### config.mk
export PLATFORM = sky130hd
export DESIGN_NAME = gcd_lcm_post_flat
export DESIGN_NICKNAME = d
export VERILOG_FILES = /design/src/rtl/gcd_lcm_post_if.sv /design/src/rtl/gcd_lcm_post.sv /design/src/flat_wrapper.sv
export SDC_FILE = /design/constraint.sdc
export NUM_CORES = 1
export LEC_CHECK = 0
export CAP_MARGIN = 20
export CELL_PAD_IN_SITES_DETAIL_PLACEMENT = 2
export CELL_PAD_IN_SITES_GLOBAL_PLACEMENT = 2
export CORE_MARGIN = 1
export CORE_UTILIZATION = 41
export DETAILED_ROUTE_END_ITERATION = 10
export PLACE_DENSITY_LB_ADDON = 0.12
export SYNTH_ARGS = -nofsm -noshare
export SYNTH_HDL_FRONTEND = slang
export SYNTH_SLANG_ARGS = --single-unit
### constraint.sdc
create_clock -name clk -period 8.8 [get_ports clk]
set_input_delay 1.32 -clock clk [delete_from_list [all_inputs] [get_ports clk]]
set_output_delay 1.32 -clock clk [all_outputs]
set_load 0.02 [all_outputs]
### src/rtl/gcd_lcm_post_if.sv
// rtl/gcd_lcm_post_if.sv - operand, GCD and LCM handshake bundle for gcd_lcm_post
interface gcd_lcm_post_if #(
    parameter int W = 16
);
    logic [2*W-1:0] op_msg;
    logic           op_val;
    logic           op_rdy;
    logic [W-1:0]   gcd_msg;
    logic           gcd_val;
    logic           gcd_rdy;
    logic [2*W-1:0] lcm_msg;
    logic           lcm_val;
    logic           lcm_rdy;
    logic           lcm_err;

    modport master (
        output op_msg, op_val, gcd_msg, gcd_val, lcm_rdy,
        input  op_rdy, gcd_rdy, lcm_msg, lcm_val, lcm_err
    );

    modport slave (
        input  op_msg, op_val, gcd_msg, gcd_val, lcm_rdy,
        output op_rdy, gcd_rdy, lcm_msg, lcm_val, lcm_err
    );
endinterface

### src/rtl/gcd_lcm_post.sv
// rtl/gcd_lcm_post.sv - LCM stage after GcdUnit: operand FIFO, restoring divide, multiply
// Optional macro LCM_CHECK_EN: sticky lcm_err when the GCD does not divide a.
module gcd_lcm_post #(
    parameter int OP_DEPTH = 4,
    parameter int W        = 16
) (
    input  logic           clk,
    input  logic           reset,
    gcd_lcm_post_if.slave  bus
);
    localparam int AW = $clog2(OP_DEPTH);
    localparam int PW = AW + 1;
    localparam int CW = $clog2(W) + 1;

    typedef enum logic [1:0] {S_IDLE, S_DIV, S_DONE} state_t;

    state_t         state_q;
    logic [2*W-1:0] mem_q [OP_DEPTH];
    logic [PW-1:0]  wr_ptr_q, rd_ptr_q, wr_ptr_d, rd_ptr_d;
    logic           op_rdy_q, gcd_rdy_q, lcm_val_q;
    logic [2*W-1:0] lcm_msg_q;
    logic [W-1:0]   g_q, b_q, rem_q, dvd_q;
    logic [CW-1:0]  cnt_q;

    logic           push, pop, empty_d, full_d, take;
    logic [W-1:0]   head_a, head_b, rem_d, dvd_d;
    logic [W:0]     shift, diff;
    logic [2*W-1:0] prod;

    assign push     = bus.op_val && op_rdy_q;
    assign pop      = bus.gcd_val && gcd_rdy_q;
    assign wr_ptr_d = wr_ptr_q + PW'(push);
    assign rd_ptr_d = rd_ptr_q + PW'(pop);
    assign empty_d  = (wr_ptr_d == rd_ptr_d);
    assign full_d   = (wr_ptr_d[AW-1:0] == rd_ptr_d[AW-1:0]) && (wr_ptr_d[AW] != rd_ptr_d[AW]);

    assign head_a = mem_q[rd_ptr_q[AW-1:0]][2*W-1:W];
    assign head_b = mem_q[rd_ptr_q[AW-1:0]][W-1:0];

    // rem < g always holds, so the shifted remainder fits in W+1 bits
    assign shift = {rem_q, dvd_q[W-1]};
    assign diff  = shift - {1'b0, g_q};
    assign take  = (shift >= {1'b0, g_q});
    assign rem_d = take ? diff[W-1:0] : shift[W-1:0];
    assign dvd_d = {dvd_q[W-2:0], take};
    assign prod  = (2*W)'(dvd_d) * (2*W)'(b_q);

`ifdef LCM_CHECK_EN
    logic lcm_err_q;
    assign bus.lcm_err = lcm_err_q;
`else
    assign bus.lcm_err = 1'b0;
`endif

    assign bus.op_rdy  = op_rdy_q;
    assign bus.gcd_rdy = gcd_rdy_q;
    assign bus.lcm_val = lcm_val_q;
    assign bus.lcm_msg = lcm_msg_q;

    always_ff @(posedge clk) begin
        if (push) begin
            mem_q[wr_ptr_q[AW-1:0]] <= bus.op_msg;
        end
    end

    always_ff @(posedge clk) begin
        if (reset) begin
            state_q   <= S_IDLE;
            wr_ptr_q  <= '0;
            rd_ptr_q  <= '0;
            op_rdy_q  <= 1'b0;
            gcd_rdy_q <= 1'b0;
            lcm_val_q <= 1'b0;
            lcm_msg_q <= '0;
            g_q       <= '0;
            b_q       <= '0;
            rem_q     <= '0;
            dvd_q     <= '0;
            cnt_q     <= '0;
`ifdef LCM_CHECK_EN
            lcm_err_q <= 1'b0;
`endif
        end else begin
            wr_ptr_q <= wr_ptr_d;
            rd_ptr_q <= rd_ptr_d;
            op_rdy_q <= !full_d;
            case (state_q)
                S_IDLE: begin
                    gcd_rdy_q <= !empty_d && !pop;
                    if (pop) begin
                        g_q <= bus.gcd_msg;
                        b_q <= head_b;
                        if (head_a == '0 || head_b == '0 || bus.gcd_msg == '0) begin
                            lcm_msg_q <= '0;
                            state_q   <= S_DONE;
                        end else begin
                            rem_q   <= '0;
                            dvd_q   <= head_a;
                            cnt_q   <= CW'(W - 1);
                            state_q <= S_DIV;
                        end
                    end
                end
                S_DIV: begin
                    rem_q <= rem_d;
                    dvd_q <= dvd_d;
                    cnt_q <= cnt_q - 1'b1;
                    if (cnt_q == '0) begin
                        lcm_msg_q <= prod;
                        state_q   <= S_DONE;
`ifdef LCM_CHECK_EN
                        if (rem_d != '0) begin
                            lcm_err_q <= 1'b1;
                        end
`endif
                    end
                end
                S_DONE: begin
                    // lcm_val rises one cycle after entering DONE
                    if (!lcm_val_q) begin
                        lcm_val_q <= 1'b1;
                    end else if (bus.lcm_rdy) begin
                        lcm_val_q <= 1'b0;
                        gcd_rdy_q <= !empty_d;
                        state_q   <= S_IDLE;
                    end
                end
                default: state_q <= S_IDLE;
            endcase
        end
    end
endmodule
### src/flat_wrapper.sv
// flat-port wrapper written by rule: the top's interface ports become plain ports
module gcd_lcm_post_flat 
#(
    parameter int OP_DEPTH = 4,
    parameter int W        = 16
)
  (clk, reset, bus_op_msg, bus_op_val, bus_gcd_msg, bus_gcd_val, bus_lcm_rdy, bus_op_rdy, bus_gcd_rdy, bus_lcm_msg, bus_lcm_val, bus_lcm_err);
  gcd_lcm_post_if #(.W(W)) bus_i ();
  input  logic clk;
  input  logic reset;
  input wire logic [$bits(bus_i.op_msg)-1:0] bus_op_msg;
  input wire logic [$bits(bus_i.op_val)-1:0] bus_op_val;
  input wire logic [$bits(bus_i.gcd_msg)-1:0] bus_gcd_msg;
  input wire logic [$bits(bus_i.gcd_val)-1:0] bus_gcd_val;
  input wire logic [$bits(bus_i.lcm_rdy)-1:0] bus_lcm_rdy;
  output wire logic [$bits(bus_i.op_rdy)-1:0] bus_op_rdy;
  output wire logic [$bits(bus_i.gcd_rdy)-1:0] bus_gcd_rdy;
  output wire logic [$bits(bus_i.lcm_msg)-1:0] bus_lcm_msg;
  output wire logic [$bits(bus_i.lcm_val)-1:0] bus_lcm_val;
  output wire logic [$bits(bus_i.lcm_err)-1:0] bus_lcm_err;
  assign bus_i.op_msg = bus_op_msg;
  assign bus_i.op_val = bus_op_val;
  assign bus_i.gcd_msg = bus_gcd_msg;
  assign bus_i.gcd_val = bus_gcd_val;
  assign bus_i.lcm_rdy = bus_lcm_rdy;
  assign bus_op_rdy = bus_i.op_rdy;
  assign bus_gcd_rdy = bus_i.gcd_rdy;
  assign bus_lcm_msg = bus_i.lcm_msg;
  assign bus_lcm_val = bus_i.lcm_val;
  assign bus_lcm_err = bus_i.lcm_err;
  gcd_lcm_post #(.OP_DEPTH(OP_DEPTH), .W(W)) u_core (.clk(clk), .reset(reset), .bus(bus_i));
endmodule
==> impl_metrics.tcl <==
set metrics [dict create \
    outcome "completed" \
    globalRouteOverflowTotal 0 \
    synth_cell_type_count 65 \
    slowest_stage "fa_1" \
    fill_cells 4576 \
    power_uw 3680 \
    groute.usage.overall_pct 25.5 \
    syn_nets 2176 \
    synth_area_leaders "fa_1 (21%), edfxtp_1 (21%), dfxtp_1 (12%), ha_1 (8.6%), nand2_1 (6.0%)" \
    crit_family "adder cells" \
    crit_top_cell "fa_1" \
    cts_setup_buffers 0 \
    fin_crit_ps 8320 \
    synthAdderAreaFrac_pct 29.8 \
    ys_seq_area_share_pct 33.1 \
    grt.met1_usage_pct 30.3 \
    grt-busiest-layer "met2" \
    syn_inst 1802 \
    dp_slack_ps 422 \
    crit_required_ps 9250 \
    gp_congestion 0.838 \
    ant_nets 0 \
    avgSynthCellArea_um2 10.2 \
    setup.worst_path.end_class "flop" \
    num_rows 77 \
    slowest_delay_ps 520 \
    tightest_slew_ps 1050 \
    area_growth_syn_to_layout_pct 12.3 \
    io_pins 89 \
    grt_antenna_before_repair 0 \
    hold_viol_final 0 \
    post_drt_wl_per_cell_um 22.9 \
    finalWorstSetupSlack_ps 484 \
    max_freq_mhz 120 \
    hold_class "flop to flop" \
    drt_iter0_markers 514 \
    dieWidth_um 214 \
    grt_pass1_vias 15300 \
    vias_per_cell 5.38 \
    stdcell_count 2457 \
    drcViolationCount 0 \
    slew_viol_final 0 \
    cts_hold_buf 0 \
    yosysWarnings 0 \
    synthXorXnorAreaFrac_pct 1.72 \
    htreeDepth 1 \
    final.period_utilization_pct 94.5 \
    vias 13200 \
    fp.dieArea_mm2 0.0456 \
    setup_viol_count_final 0 \
    placedCellCount 2407 \
    yosysTopAreaCell "fa_1" \
    critPathLaunchType "flop" \
    cts.clk_slew.worst_paths_ps 60 \
    synth_compound_area_share_pct 8.11 \
    synth_area_mm2 0.0184 \
    cts-resized-gates 0 \
    clock_latency_ps 560 \
    cts_tree "built" \
    grt_first_pass_wirelength_mm 87.6 \
    grt_use_met2_pct 48.3 \
    path_class "flop to flop" \
    path_buf_inv 4 \
    dp_hpwl_mm 42.6 \
    synth.mux.area_fraction_pct 5.74 \
    ir_drop_mv 0.164 \
    yosysMostFrequentCell "nand2_1" \
    drive_gt1_share_pct 6.06 \
    slew_headroom_pct 29.6 \
    p_leak_uw 0.00850 \
    core_mm2 0.0442 \
    initial_core_util_pct 41.5 \
    met3_usage_pct 2.39 \
    yosys.area_share.simple_pct 13.4 \
    cp_max_fo 8 \
    maxCapViolCount 0 \
    grt_max_degree 76 \
    fin_util_pct 46.6 \
    clkSinkCount 240 \
    cts_max_path_buffers 3 \
    synth_seq_cells 240 \
    clockRootBuffer "clkbuf_16" \
    nets 2218 \
    arrival_ps 8760 \
    synth_common_cells "nand2_1 (294), inv_1 (274), fa_1 (195)" \
    synth_top_family_by_area "adder cells" \
    firstDrtPassIters 5 \
    skew_ps 14.5 \
    synth-edff-count 128 \
    pwr_density_cell_mw_per_mm2 178 \
    routed_wl_mm 56.2 \
    fin_setup_tns_ps 0 \
    port_buffers 87 \
    cts_buffers 27 \
    rsz0062_at_grt "false" \
    yosysTopAreaCellShare_pct 21.3 \
    fp.dieH_um 214 \
    synth_ff_type "edfxtp_1" \
    diodes 0 \
    async_flop_share_pct 0 \
]
## power by group
group          leakage [µW]  switching [µW]  internal [µW]
registers           0.00207             159           1240
clock network      0.000406             477            627
logic               0.00602             697            472
## per-stage QoR
step | hold WS [ps] | cell area, µm²
6_report | 457 | 20600
5_1_grt | 486 | 20600
4_1_cts | 461 | 20600
3_5_place_dp | 453 | 19800
3_3_place_gp | 436 | 19700
2_1_floorplan | 426 | 18400
## sequential cells by signal (all words and copies together), names as in the netlist, 3 cells and up
signal / flops
u_core.cnt_q: 5
u_core.bus.lcm_msg: 32
u_core.rd_ptr_q: 3
u_core.b_q: 16
u_core.wr_ptr_q: 3
u_core.mem_q: 128
u_core.g_q: 16
u_core.rem_q: 16
u_core.dvd_q: 16
## kinds of logic after synthesis
kind of cell	after synthesis
compound gates	229
xor+xnor	36
fa+ha+maj	321
buf+inv	374
flops	240
mux	65
other cells	1
simple gates	536
## worst paths after layout
kind	startpoint	to	slack [ps]	depth (start not counted)
setup / recovery	u_core.g_q[1]	u_core.bus.lcm_msg[30]	480	29
hold / removal	u_core.g_q[9]	u_core.g_q[9]	460	2
setup reg to reg	u_core.g_q[1]	u_core.bus.lcm_msg[30]	480	29
hold reg to reg	u_core.g_q[9]	u_core.g_q[9]	460	2
## tightest hold or removal path, delay by kind of cell, from the launching register on
family | cells | cell delay (ps)
simple gates | 1 | 50
compound gates | 1 | 50
flops | 1 | 310
## final cells by class
cell class	count	area [µm²]	area share [%]
clock buffer	32	694	3.37
clock inverter	18	163	0.789
inverter	274	1030	4.99
multi-input combinational	1188	10800	52.6
sequential	240	6090	29.5
tap	592	741	3.59
timing repair buffer	113	1060	5.17
## cell usage in the layout, fill, tap and decap left out, types with 37 or more instances in the layout
master,instances
a21oi_1,68
nand2_1,294
fa_1,195
ha_1,126
clkdlybuf4s50_1,86
and2_1,74
nor2_1,62
dfxtp_1,111
o21ai_0,37
inv_1,274
edfxtp_1,128
## per-layer routing
| metal | part of all wire (%) | vias up |
|---|---|---|
| li1 | - | 5984 |
| met1 | 40 | 6921 |
| met2 | 54 | 221 |
| met3 | 2.8 | 85 |
| met4 | 3.0 | 0 |
| met5 | 0 | - |
(Power assumes the default switching activity.)
